## src/rtl/avalon_burst_slave.sv

```systemverilog
`default_nettype none
// ============================================================================
// Module   : avalon_burst_slave
// Purpose  : Avalon-MM burst slave that fronts a small accelerator. It routes
//            word-addressed bursts to a CSR block, a weight memory, a pixel
//            memory and a read-only result memory. The memories are external
//            and have a 1-cycle read latency.
// Revision : 1.0  initial release
// ----------------------------------------------------------------------------
// Ports
//   clk, rst            : single clock, synchronous active-high reset
//   read, write         : Avalon commands (write also marks a valid beat)
//   beginbursttransfer  : first cycle of a burst
//   burstcount          : beats in burst (0 treated as 1)
//   address, writedata  : word address / write beat data
//   readdata            : read beat data (zero-extended)
//   readdatavalid       : read beat valid
//   writeresponsevalid  : write burst response valid
//   response            : 00 OKAY, 10 SLAVEERROR, 11 DECODEERROR
//   waitrequest         : command/beat not accepted
//   mem_addr, mem_wdata : shared memory offset / write data
//   mem_we              : bit0 weight memory, bit1 pixel memory
//   weight_rdata, pixel_rdata, result_rdata : memory read data
//   done_calc           : calculation-complete pulse
//   start_calc          : one-cycle start pulse
// ============================================================================
module avalon_burst_slave #(
  parameter int DATA_W  = 32,
  parameter int ADDR_W  = 11,
  parameter int BURST_W = 10,
  parameter int STORE_W = 16,
  parameter int RES_W   = 17
) (
  input  logic                clk,
  input  logic                rst,
  input  logic                read,
  input  logic                write,
  input  logic                beginbursttransfer,
  input  logic [BURST_W-1:0]  burstcount,
  input  logic [ADDR_W-1:0]   address,
  input  logic [DATA_W-1:0]   writedata,
  output logic [DATA_W-1:0]   readdata,
  output logic                readdatavalid,
  output logic                writeresponsevalid,
  output logic [1:0]          response,
  output logic                waitrequest,
  output logic [ADDR_W-3:0]   mem_addr,
  output logic [STORE_W-1:0]  mem_wdata,
  output logic [1:0]          mem_we,
  input  logic [STORE_W-1:0]  weight_rdata,
  input  logic [STORE_W-1:0]  pixel_rdata,
  input  logic [RES_W-1:0]    result_rdata,
  input  logic                done_calc,
  output logic                start_calc
);

  localparam int OFF_W = ADDR_W - 2;

  localparam logic [1:0] c_resp_okay   = 2'b00;
  localparam logic [1:0] c_resp_slverr = 2'b10;
  localparam logic [1:0] c_resp_decerr = 2'b11;

  localparam logic [1:0] c_reg_csr = 2'b00;
  localparam logic [1:0] c_reg_wgt = 2'b01;
  localparam logic [1:0] c_reg_pix = 2'b10;
  localparam logic [1:0] c_reg_res = 2'b11;

  localparam logic [OFF_W-1:0]   c_off_ctrl   = '0;
  localparam logic [OFF_W-1:0]   c_off_status = OFF_W'(1);
  localparam logic [BURST_W-1:0] c_one_beat   = BURST_W'(1);

  typedef enum logic [1:0] {
    S_IDLE     = 2'd0,
    S_WR_BURST = 2'd1,
    S_RD_BURST = 2'd2,
    S_RD_DRAIN = 2'd3
  } state_t;

  state_t r_state, w_state_next;

  logic [OFF_W-1:0]   r_offset;
  logic [1:0]         r_region;
  logic [BURST_W-1:0] r_remaining;
  logic [1:0]         r_werr;
  logic               r_s1_valid;
  logic [1:0]         r_s1_region;
  logic [1:0]         r_s1_resp;
  logic [1:0]         r_s1_csr;
  logic               r_done, r_busy, r_start;
  logic               r_rdv, r_wrv;
  logic [DATA_W-1:0]  r_rdata;
  logic [1:0]         r_resp;

  logic               w_wr_accept, w_rd_accept, w_rd_issue, w_last_beat;
  logic               w_waitrequest;
  logic [OFF_W-1:0]   w_beat_offset;
  logic [1:0]         w_beat_region;
  logic [1:0]         w_beat_err;
  logic [1:0]         w_wresp;
  logic [BURST_W-1:0] w_burst_len;
  logic               w_ctrl_wr, w_start, w_clr;
  logic [DATA_W-1:0]  w_rd_mux;
  logic               w_unused;

  // Without beginbursttransfer the command is a single beat.
  assign w_burst_len = (!beginbursttransfer || burstcount == '0) ? c_one_beat : burstcount;

  // Next-state and handshake decode.
  always_comb begin
    w_state_next  = r_state;
    w_waitrequest = 1'b0;
    w_wr_accept   = 1'b0;
    w_rd_accept   = 1'b0;
    w_rd_issue    = 1'b0;
    w_last_beat   = 1'b0;
    w_beat_offset = r_offset;
    w_beat_region = r_region;
    unique case (r_state)
      S_IDLE: begin
        // The first beat is served straight from the command bus.
        w_beat_offset = address[OFF_W-1:0];
        w_beat_region = address[ADDR_W-1 -: 2];
        if (write) begin
          w_wr_accept = 1'b1;
          if (w_burst_len == c_one_beat) w_last_beat = 1'b1;
          else                           w_state_next = S_WR_BURST;
        end else if (read) begin
          w_rd_accept  = 1'b1;
          w_state_next = S_RD_BURST;
        end
      end
      S_WR_BURST: begin
        if (write) begin
          w_wr_accept = 1'b1;
          if (r_remaining == c_one_beat) begin
            w_last_beat  = 1'b1;
            w_state_next = S_IDLE;
          end
        end
      end
      S_RD_BURST: begin
        w_waitrequest = 1'b1;
        w_rd_issue    = 1'b1;
        if (r_remaining == c_one_beat) w_state_next = S_RD_DRAIN;
      end
      S_RD_DRAIN: begin
        w_waitrequest = 1'b1;
        // The beat in the output stage now is the last one.
        if (!r_s1_valid) w_state_next = S_IDLE;
      end
      default: w_state_next = S_IDLE;
    endcase
    if (rst) begin
      w_waitrequest = 1'b1;
      w_wr_accept   = 1'b0;
      w_rd_accept   = 1'b0;
      w_rd_issue    = 1'b0;
      w_last_beat   = 1'b0;
    end
  end

  always_ff @(posedge clk) begin
    if (rst) r_state <= S_IDLE;
    else     r_state <= w_state_next;
  end

  // Per-beat error classification (reads and writes share the decode).
  always_comb begin
    w_beat_err = c_resp_okay;
    if (w_beat_region == c_reg_csr && w_beat_offset > c_off_status)
      w_beat_err = c_resp_decerr;
    else if (w_beat_region == c_reg_res && !w_rd_issue)
      w_beat_err = c_resp_slverr;
  end

  // Worst-case accumulation: the encodings order numerically by severity.
  always_comb begin
    w_wresp = w_beat_err;
    if (r_state != S_IDLE && r_werr > w_beat_err) w_wresp = r_werr;
  end

  assign w_ctrl_wr = w_wr_accept && w_beat_region == c_reg_csr && w_beat_offset == c_off_ctrl;
  assign w_start   = w_ctrl_wr && writedata[0];
  assign w_clr     = w_ctrl_wr && writedata[1];

  always_comb begin
    w_rd_mux = '0;
    if (r_s1_valid && r_s1_resp == c_resp_okay) begin
      unique case (r_s1_region)
        c_reg_csr: w_rd_mux = DATA_W'(r_s1_csr);
        c_reg_wgt: w_rd_mux = DATA_W'(weight_rdata);
        c_reg_pix: w_rd_mux = DATA_W'(pixel_rdata);
        c_reg_res: w_rd_mux = DATA_W'(result_rdata);
        default:   w_rd_mux = '0;
      endcase
    end
  end

  always_ff @(posedge clk) begin
    if (rst) begin
      r_offset    <= '0;
      r_region    <= '0;
      r_remaining <= '0;
      r_werr      <= c_resp_okay;
      r_s1_valid  <= 1'b0;
      r_s1_region <= '0;
      r_s1_resp   <= c_resp_okay;
      r_s1_csr    <= '0;
      r_done      <= 1'b0;
      r_busy      <= 1'b0;
      r_start     <= 1'b0;
      r_rdv       <= 1'b0;
      r_wrv       <= 1'b0;
      r_rdata     <= '0;
      r_resp      <= c_resp_okay;
    end else begin
      r_start <= w_start;
      // done_calc wins over a clear in the same cycle.
      if (done_calc)               r_done <= 1'b1;
      else if (w_clr || w_start)   r_done <= 1'b0;
      if (done_calc)               r_busy <= 1'b0;
      else if (w_start)            r_busy <= 1'b1;

      if (w_wr_accept) begin
        r_werr   <= w_wresp;
        r_offset <= w_beat_offset + 1'b1;
        r_region <= w_beat_region;
        if (r_state == S_IDLE) r_remaining <= w_burst_len - 1'b1;
        else                   r_remaining <= r_remaining - 1'b1;
      end else if (w_rd_accept) begin
        r_offset    <= address[OFF_W-1:0];
        r_region    <= address[ADDR_W-1 -: 2];
        r_remaining <= w_burst_len;
      end else if (w_rd_issue) begin
        r_offset    <= r_offset + 1'b1;
        r_remaining <= r_remaining - 1'b1;
      end

      // Stage 1: the memory is fetching the issued offset.
      r_s1_valid  <= w_rd_issue;
      r_s1_region <= r_region;
      r_s1_resp   <= w_beat_err;
      r_s1_csr    <= (r_offset == c_off_status) ? {r_busy, r_done} : 2'b00;

      // Stage 2: response registers.
      r_rdv   <= r_s1_valid;
      r_wrv   <= w_last_beat;
      r_rdata <= w_rd_mux;
      if (w_last_beat)     r_resp <= w_wresp;
      else if (r_s1_valid) r_resp <= r_s1_resp;
      else                 r_resp <= c_resp_okay;
    end
  end

  assign waitrequest        = w_waitrequest;
  assign readdata           = r_rdata;
  assign readdatavalid      = r_rdv;
  assign writeresponsevalid = r_wrv;
  assign response           = r_resp;
  assign start_calc         = r_start;
  assign mem_addr           = rst ? '0 : w_beat_offset;
  assign mem_wdata          = rst ? '0 : writedata[STORE_W-1:0];
  assign mem_we             = (w_wr_accept && w_beat_region == c_reg_wgt) ? 2'b01 :
                              (w_wr_accept && w_beat_region == c_reg_pix) ? 2'b10 : 2'b00;

  assign w_unused = ^writedata;

endmodule
`default_nettype wire

```

## config.mk

```make
export PLATFORM = sky130hd
export DESIGN_NAME = avalon_burst_slave
export DESIGN_NICKNAME = d
export VERILOG_FILES = /design/src/rtl/avalon_burst_slave.sv
export SDC_FILE = /design/constraint.sdc
export NUM_CORES = 1
export LEC_CHECK = 0
export ABC_AREA = 1
export BUFFER_PORTS_ARGS = -buffer_cell sky130_fd_sc_hd__buf_4
export CELL_PAD_IN_SITES_DETAIL_PLACEMENT = 1
export CELL_PAD_IN_SITES_GLOBAL_PLACEMENT = 1
export CORE_MARGIN = 1
export CORE_UTILIZATION = 28
export DETAILED_ROUTE_END_ITERATION = 7
export PLACE_DENSITY_LB_ADDON = 0.3
export SYNTH_ARGS = -nofsm -noshare
export SYNTH_HDL_FRONTEND = slang
export SYNTH_SLANG_ARGS = --single-unit
```

## constraint.sdc

```tcl
create_clock -name clk -period 3.8 [get_ports clk]
set_input_delay 0.38 -clock clk [delete_from_list [all_inputs] [get_ports clk]]
set_output_delay 0.38 -clock clk [all_outputs]
set_load 0.05 [all_outputs]
```

==> results.md <==
- CP cell instances: nor2_4, nand2_1, o21ai_2, inv_1, ha_1, o21bai_1, nand3_1, nand2_2, inv_1, a31oi_2, ha_1, inv_1, nor2_1, o21ai_0, nand2_1, o21ai_1, nand3_1, nand2_1, nor2_1
- XOR/XNOR Fraction of Synth Area: 2.18%
- Critical path's largest stage delay: 460 ps
- Flop-to-flop setup slack: about 410 ps
- Worst Path Max Fanout: 19
- Clk root buf: clkbuf_16
- Vias per cell: 4.75
- Post-CTS Hold Buffers: 0
- Reg2Reg Depth: 19
- Commonest cells post-synth: nand2_1, inv_1, nor2_1, dfxtp_1, nand3_1
- Initial antenna violation count: 0
- Core area: around 14000 µm²
- TritonCTS clock tree: yes
- Ports: 173
- Drt wl/cell: 14.3 µm
- Maximum VDD drop: 195 µV
- Max cap viols: 0
- Worst EP required: 4000 ps
- Synth async-reset ratio: 0%
- Largest family of logic cells by synthesized area: simple AND/OR/NAND/NOR gates
- Final setup viols: 0
- Crit-path slowest cell: nor2_4
- Post-route DRC: 0
- # nets final: between 900 and 1k
- First-pass GRT wire length: 22.3 mm
- DR pass1 iterations: 4
- Design area: 5360 µm²
- CP arrival: around 3600 ps
- Synth area leaders: dfxtp_1, nand2_1, inv_1
- WP depth: 19
- FF+latch count, synth: 56
- Hold Violations, Final: 0
- Max frequency: 295 MHz
- Post-synthesis sequential area ratio: ~28%
- Total Power: just over 3 mW
- Clock skew: 5.88 ps
- Via count: 4620
- Worst setup EP type: flop
- Wirelength, routed: 13.9 mm
- Area share of the largest cell type after synthesis: 27.9%
- Area growth syn-to-layout: 33.3%
- Final Slew Violations: 0
- Detail Route Antenna Nets: 0
- Warnings, synthesis: 0
- Crit Path Class: flop to flop
- Critical path launch point type: flop
- Setup TNS: 0 ps
- Initial DRC count: between 150 and 200
- Placement Cell Area: roughly 5200 µm²
- Count of unique library cells instantiated by Yosys: 42
- Routability cong.: about 0.83
- Post-synth EDFFs: 0
- Dpl hpwl: 11.1 mm
- Largest net degree at the start of global routing: 42
- Complex-gate fraction of the synthesized area: 17.8%
- Worst Path Buf+Inv: 3
- Syn Inst Count: 657
- RR Startpoint: r_state[1]$_SDFFE_PP0P_
- Diodes inserted: 0
- Final period util: 89.2%
- Cell Pwr Density: 574 nW/µm²
- Layout cells sized above 1: 22.5%
- Post-Synth Adder-Cell Area: around 3.4%
- Worst setup path startpoint: r_state[1]$_SDFFE_PP0P_
- Placement Rows: 43
- Initial Utilization: 28.8%
- Resize count post-CTS: 0
- CTS H-tree depth: 2
- Synthesized area: 4020 µm²
- Clock Path Buffers: 2
- Simple-gate share of the synthesized area: ~34%
- Status: finished clean
- Post-CTS setup buffers: 0
- GRT Total Usage: 18.7%
- Relative slew margins: 25.7%
- Leak Pwr: ~2.7 nW
- Most common cell in the synthesized netlist: nand2_1
- Top FF cell, synth: dfxtp_1
- Die area: approximately 15000 µm²
- RSZ-0062 raised after global routing: no
- Family with the most delay on the worst path: simple AND/OR/NAND/NOR gates
- HP Class: input port to flop
- Port Buffers: 141
- Mux contribution to synthesized area: 0%
- Clk sinks: 56
- Die Ht: 122 µm
- Synth area leader: dfxtp_1
- Worst-Margin Slew: 1110 ps
- Vias in the first global route: between 4k and 5k
- Die Span X: 122 µm
- End of the critical path: response[0]$_SDFF_PP0_
- GRT overflow: 0
- Worst-path clk slew: 80 ps
- TritonCTS buffer count: 5
- Tmin final: 3390 ps
- Syn_area_per_cell: approximately 6.1 µm²
- Clk_lat worst skew: 300 ps
- Critical R2R Capture: response[0]$_SDFF_PP0_
## flip-flops by register name (all words and copies together) (netlist names)
register / count
r_s1_csr: 2
r_busy: 1
writeresponsevalid: 1
r_s1_resp: 2
r_state: 2
readdata: 17
r_remaining: 10
r_s1_valid: 1
r_s1_region: 2
r_offset: 9
r_werr: 2
response: 2
r_region: 2
readdatavalid: 1
start_calc: 1
r_done: 1
## area by class of cell
type                    count  area [µm²]
flip-flops and latches     56        1120
clock buffers               5         125
multi-input cells         476        2360
clock inverters             3        27.5
fillers                  1880        8580
inverters                 105         394
repair buffers            147        1100
well taps                 180         225
## worst min path at each step
stage	from	to	slack, ps	cells after the start
floorplan	r_done$_SDFFE_PP0P_	r_s1_csr[0]$_SDFF_PP0_	410	2
global placement	r_busy$_SDFFE_PP0P_	r_s1_csr[1]$_SDFF_PP0_	420	2
detailed placement	r_region[1]$_SDFFE_PP0P_	r_s1_region[1]$_SDFF_PP0_	430	2
CTS	done_calc	r_busy$_SDFFE_PP0P_	250	2
global route	done_calc	r_busy$_SDFFE_PP0P_	250	2
finish	done_calc	r_busy$_SDFFE_PP0P_	250	2
## through the flow
stage / hold WS [ps] / std cells / util, % / setup slack, ps
floorplan: 407 / 671 / - / 1020
global placement: 420 / 964 / 37.3 / 643
detailed placement: 430 / 964 / 37.3 / 468
CTS: 251 / 972 / 38.4 / 431
global route: 247 / 972 / 38.4 / 101
finish: 255 / 972 / 38.4 / 410
## cells in the final DEF, fill, tap and decap left out, types with 2 or more instances in the layout
cell | Yosys | final
nand2_1 | 158 | 158
buf_4 | 15 | 147
inv_1 | 101 | 101
nor2_1 | 93 | 93
dfxtp_1 | 56 | 56
nand3_1 | 47 | 47
o21ai_0 | 42 | 42
a21oi_1 | 28 | 28
conb_1 | 1 | 15
ha_1 | 11 | 11
o21ai_2 | 8 | 8
nand4_1 | 7 | 7
o211ai_1 | 7 | 7
a31oi_1 | 7 | 7
xor2_1 | 6 | 6
o21ai_1 | 5 | 5
nor3_1 | 5 | 5
clkbuf_16 | 0 | 5
a41oi_1 | 4 | 4
xnor2_1 | 4 | 4
o21bai_1 | 3 | 3
clkinv_1 | 3 | 3
nor2_4 | 2 | 2
nor2_2 | 2 | 2
nand2_2 | 2 | 2
nor4_2 | 1 | 2
o221a_2 | 2 | 2
o221ai_1 | 2 | 2
nor4_1 | 3 | 2
o41ai_1 | 2 | 2
a22oi_1 | 2 | 2
a211oi_1 | 2 | 2
## report_power, final
part | internal (mW) | total (mW) | switching [mW]
logic | 0.565 | 1.76 | 1.20
clock network | 0.251 | 0.492 | 0.241
registers | 0.694 | 0.821 | 0.127
total | 1.51 | 3.08 | 1.56
## logic make-up (layout without fill, tap and decap cells)
| logic type | after synthesis | after routing |
|---|---|---|
| simple gates | 323 | 323 |
| buf+inv | 139 | 260 |
| compound gates | 117 | 117 |
| flops | 56 | 56 |
| fa+ha+maj | 11 | 11 |
| xor+xnor | 10 | 10 |
| other cells | 1 | 15 |
## metal layers
metal	global-route usage [%]	vias up	share of wire [%]
met5	0	-	0
met4	4.55	0	0.99
met3	2.57	7	5.6
met2	33.8	121	49
met1	23.1	2151	44
li1	-	2341	-
No activity file was read; power rests on OpenSTA's default activity.
